## config.mk

```make
export PLATFORM = sky130hd
export DESIGN_NAME = odd_even_sort
export DESIGN_NICKNAME = d
export VERILOG_FILES = /design/src/rtl/sort_pkg.sv /design/src/rtl/cmp_swap.sv /design/src/rtl/odd_even_sort.sv
export SDC_FILE = /design/constraint.sdc
export NUM_CORES = 1
export LEC_CHECK = 0
export ABC_AREA = 0
export CAP_MARGIN = 25
export CORE_MARGIN = 2
export CORE_UTILIZATION = 40
export CTS_BUF_LIST = sky130_fd_sc_hd__clkbuf_16
export CTS_CLUSTER_SIZE = 28
export DETAILED_ROUTE_END_ITERATION = 12
export PLACE_DENSITY = 0.67
export SKIP_CTS_REPAIR_TIMING = 1
export SLEW_MARGIN = 5
export SYNTH_ARGS = -nofsm -noshare
export SYNTH_HDL_FRONTEND = slang
export SYNTH_SLANG_ARGS = --single-unit
```

## constraint.sdc

```tcl
create_clock -name clk -period 3.15 [get_ports clk]
set_input_delay 0.315 -clock clk [delete_from_list [all_inputs] [get_ports clk]]
set_output_delay 0.315 -clock clk [all_outputs]
set_load 0.05 [all_outputs]
```

## src/rtl/sort_pkg.sv

```systemverilog
// sort_pkg: shared state type and width helpers for the sorter family
package sort_pkg;
  typedef enum logic {IDLE, SORT} sort_state_t;
  function automatic int idx_w(input int n);
    return (n < 2) ? 1 : $clog2(n);
  endfunction
  function automatic int cnt_w(input int n);
    return $clog2(n + 1);
  endfunction
endpackage

```

## src/rtl/cmp_swap.sv

```systemverilog
// cmp_swap: one compare-exchange cell; a/ta in, ya/tya out on the left, b/tb -> yb/tyb on the right, swapped flags an exchange
module cmp_swap #(
  parameter int W = 8,
  parameter int IW = 3
) (
  input  logic [W-1:0]  a,
  input  logic [W-1:0]  b,
  input  logic [IW-1:0] ta,
  input  logic [IW-1:0] tb,
  input  logic          desc,
  output logic [W-1:0]  ya,
  output logic [W-1:0]  yb,
  output logic [IW-1:0] tya,
  output logic [IW-1:0] tyb,
  output logic          swapped
);
  assign swapped = desc ? (a < b) : (a > b);
  assign ya = swapped ? b : a;
  assign yb = swapped ? a : b;
  assign tya = swapped ? tb : ta;
  assign tyb = swapped ? ta : tb;
endmodule

```

## src/rtl/odd_even_sort.sv

```systemverilog
// odd_even_sort: odd-even transposition sorter; clk/rst, start+descending+data_in in, data_out/idx_out/phases/busy/done out
module odd_even_sort
  import sort_pkg::*;
#(
  parameter int N = 8,
  parameter int W = 8,
  localparam int IW = idx_w(N),
  localparam int PW = cnt_w(N)
) (
  input  logic                  clk,
  input  logic                  rst,
  input  logic                  start,
  input  logic                  descending,
  input  logic [N-1:0][W-1:0]   data_in,
  output logic [N-1:0][W-1:0]   data_out,
  output logic [N-1:0][IW-1:0]  idx_out,
  output logic                  busy,
  output logic                  done,
  output logic [PW-1:0]         phases
);
  if (N < 2) begin : g_n_check
    $error("odd_even_sort needs N >= 2");
  end
  sort_state_t state;
  logic mode, swap_even, phase_swap, last;
  logic [PW-1:0] p;
  logic [N-1:0][W-1:0] key, key_nx;
  logic [N-1:0][IW-1:0] tag, tag_nx;
  logic [N-2:0][W-1:0] ya, yb;
  logic [N-2:0][IW-1:0] tya, tyb;
  logic [N-2:0] sw;
  for (genvar i = 0; i < N - 1; i++) begin : g_cs
    cmp_swap #(.W(W), .IW(IW)) u_cs (
      .a(key[i]), .b(key[i+1]), .ta(tag[i]), .tb(tag[i+1]), .desc(mode),
      .ya(ya[i]), .yb(yb[i]), .tya(tya[i]), .tyb(tyb[i]), .swapped(sw[i])
    );
  end
  // Cell i is active when its left position has the parity of the current phase.
  always_comb begin
    key_nx = key;
    tag_nx = tag;
    phase_swap = 1'b0;
    for (int k = 0; k < N - 1; k++)
      if (k[0] == p[0]) begin
        key_nx[k] = ya[k];
        key_nx[k+1] = yb[k];
        tag_nx[k] = tya[k];
        tag_nx[k+1] = tyb[k];
        phase_swap = phase_swap | sw[k];
      end
  end
  // On an odd phase phase_swap is the odd-phase flag; paired with swap_even it covers a full phase pair.
  assign last = (p == PW'(N - 1)) || (p[0] && !phase_swap && !swap_even);
  assign busy = (state == SORT);
  always_ff @(posedge clk) begin
    if (rst) begin
      state <= IDLE;
      mode <= 1'b0;
      swap_even <= 1'b0;
      p <= '0;
      key <= '0;
      tag <= '0;
      data_out <= '0;
      idx_out <= '0;
      phases <= '0;
      done <= 1'b0;
    end else begin
      done <= 1'b0;
      if (state == IDLE) begin
        if (start) begin
          key <= data_in;
          for (int k = 0; k < N; k++) tag[k] <= IW'(k);
          mode <= descending;
          p <= '0;
          swap_even <= 1'b0;
          state <= SORT;
        end
      end else begin
        key <= key_nx;
        tag <= tag_nx;
        if (!p[0]) swap_even <= phase_swap;
        if (last) begin
          data_out <= key_nx;
          idx_out <= tag_nx;
          phases <= p + 1'b1;
          done <= 1'b1;
          state <= IDLE;
        end else begin
          p <= p + 1'b1;
        end
      end
    end
  end
endmodule

```

==> results.yml <==
setup_path:
  cpLargestDelayFamily: "compound AO/OA/AOI/OAI gates"
  rrSetupSlack_ns: 0.14
  critPathKind: "reg -> reg"
  timing.rr.end: "p[0]"
  worstPathArrival_ns: 3.37
  required_ns: 3.51
  r2r-start: "key[41]"
  cp_num_buf_inv: 2
  crit_path_start_kind: "register"
  max_stage_delay_ns: 0.52
  rr_worst_depth: 11
  cp-end-kind: "register"
  cp_num_cells: 11
  slowest_stage: "or4_4"
  path_cells: "ha_1 -> nor2b_1 -> o211ai_2 -> a21oi_2 -> o21a_1 -> or4_4 -> o31ai_4 -> buf_4 -> buf_12 -> o21ai_0 -> a211oi_1"
  critPathCapture: "p[0]"
  crit_start: "key[41]"
  critPathMaxFanout: 22
final_layout:
  areaGrowthSynthToFinish_pct: 25.7
  postLayoutCellArea_um2: 13200
  nets: 1534
  num_antenna_cells: 0
  multi_input_area_um2: 6020
  mostFrequentLayoutCell: "dfxtp_1"
  n_fill_cell: 2460
  drive_above_1_share: 0.0985
  ff_latch_area_um2: 3770
  final_cells: 1757
  final_cell_mix: "dfxtp_1 (183), clkdlybuf4s50_1 (159), a21oi_1 (124)"
sta:
  worstMarginPinSlew_ns: 0.967
  setup_viol: 0
  fin_setup_tns_ns: 0
  fin_crit_ns: 3.01
  skew_ns: 0.0115
  slew_headroom: 0.355
  slew_violations: 0
  hold_viol_final: 0
  fmax_mhz: 332
  post-route-period-util: 0.956
  holdWs_ns: 0.127
synthesis:
  yosys.area_share.simple: 0.141
  ys_seq_elements: 188
  ys_types: 60
  synth_area_um2: 10500
  synth_ff_type: "dfxtp_1"
  synth_xor_xnor_area_share: 0.00167
  ys.warnings.count: 0
  yosysTopAreaCellShare: 0.358
  synth_fa_ha_area_frac: 0.0679
  synth_top_family_by_area: "compound AO/OA/AOI/OAI gates"
  synth_cells: 1272
  synth.top_cells.by_area: "dfxtp_1 (36%), ha_1 (6.8%), a21oi_1 (6.0%)"
  synthArstFlopShare: 0
  syn-num-nets: 1397
  synth_edf_count: 0
  yosysSeqAreaShare: 0.358
  synth_top_cell_by_area: "dfxtp_1"
  synthMuxAreaShare: 0.0116
  avgSynthCellArea_um2: 8.25
  synth-compound-area-share: 0.350
clock_tree:
  numCtsBuffers: 17
  cts.sinks: 188
  clockBufferDepth: 2
  cts_tree: "done"
  htree_levels: 4
  root_buffer: "clkbuf_16"
  clkSlewWorstSetupHoldPaths_ns: 0.07
  clk_latency_ns: 0.45
pwr:
  p_leak_nw: 4.97
  peakVddDrop_mv: 0.325
  powerDensity_nw_per_um2: 607
  p_total_mw: 8.01
drt:
  vias: 10600
  drtAntennaViolNets: 0
  first_iter_violations: 1151
  wl_per_cell_um: 20.2
  firstDrtPassIters: 6
  vias_per_cell: 6.03
  wirelength_um: 35500
  remaining_drc_errors: 0
grt:
  grt_pass1_vias: 10000
  antenna_found_initial: 0
  grtUsageMet1: 0.338
  grt_start_max_net_pins: 134
  use_met3: 0.0412
  grt_pass1_wl_um: 56000
  overflow: 0
  grtUsageTotal: 0.251
  busiest_layer: "met2"
  grtUsageMet2: 0.418
place:
  place_area_um2: 12600
  port_buffers: 161
  place.gp.congestion: 0.912
  dp_hpwl_um: 25400
  place_inst: 1721
floorplan:
  core_area_um2: 25900
  ios: 162
  fp.dieH_um: 166
  die-area_um2: 27600
  core.rowCount: 59
  die_w_um: 166
  start_util: 0.405
run:
  cap_violations: 0
worst_hold_path:
  hold_class: "in -> reg"
run_status:
  status: "finished clean"
==> logic make-up (layout without fill, tap and decap cells) <==
| family | count (synthesis) | after routing |
|---|---|---|
| mux | 12 | 12 |
| buf+inv | 184 | 334 |
| flops | 188 | 188 |
| fa+ha+maj | 57 | 57 |
| compound gates | 506 | 506 |
| xor+xnor | 2 | 2 |
| simple gates | 323 | 323 |
==> where the power goes <==
| group | internal [mW] | switching (mW) | leakage, nW |
|---|---|---|---|
| combinational | 1.25 | 1.97 | 3.17 |
| clock | 1.01 | 1.02 | 0.261 |
| sequential | 2.57 | 0.205 | 1.54 |
==> sequential cells by signal (all words and copies together) (netlist names) <==
signal / flops
done: 1
data_out: 64
p: 4
phases: 4
idx_out: 24
busy: 1
mode: 1
tag: 24
key: 64
swap_even: 1
==> synthesized netlist by cell type, types with 9 or more instances <==
cell type,n
clkbuf_1,93
buf_2,11
o221a_2,13
a221o_1,15
nand2_1,93
o21ai_0,54
ha_1,57
nand3_1,17
o31a_1,9
a21oi_1,125
o221ai_1,15
mux2i_1,11
nand4_1,15
a31oi_1,9
a311oi_1,9
a211oi_1,63
inv_1,69
nor2_1,102
o211ai_1,55
and2_1,15
o211a_1,38
a22o_1,10
o31ai_1,43
dfxtp_1,188
nor2b_1,12
nor3_1,42
==> cell type report <==
class / count / area share
Clock inverter: 15 / 0.00768
Timing Repair Buffer: 230 / 0.165
Sequential cell: 188 / 0.286
Tap cell: 335 / 0.0318
Inverter: 72 / 0.0207
Clock buffer: 17 / 0.0322
Multi-Input combinational cell: 900 / 0.456
==> per-layer routing <==
layer	routed length (µm)	part of all wire	vias up
li1	-	-	5061
met1	15700	0.44	5100
met2	16900	0.48	395
met3	2250	0.063	39
met4	624	0.018	0
met5	0	0	-
==> worst reg2reg max path, delay by kind of cell, from the launching register on <==
family / cells / cell delay, ns
DFF: 1 / 0.48
buffers and inverters: 2 / 0.35
and+or+nand+nor: 2 / 0.66
AOI/OAI and AO/OA: 6 / 1.14
adders and majority gates: 1 / 0.30
==> worst min-delay path by stage <==
stage / start / end / slack [ns] / depth (start not counted)
finish: rst / phases[1] / 0.13 / 2
global route: rst / data_out[47] / 0.12 / 2
CTS: rst / data_out[47] / 0.12 / 2
detailed placement: data_out[44] / data_out[44] / 0.47 / 2
global placement: data_out[44] / data_out[44] / 0.47 / 2
floorplan: descending / mode / 0.45 / 2
==> stage by stage <==
stage	utilization	setup WS, ns
6_report	0.509	0.140
5_1_grt	0.509	-0.0215
2_1_floorplan	-	0.340
3_3_place_gp	0.487	0.189
3_5_place_dp	0.487	0.0825
4_1_cts	0.507	0.0485
Power figures use the tool's default switching activity.
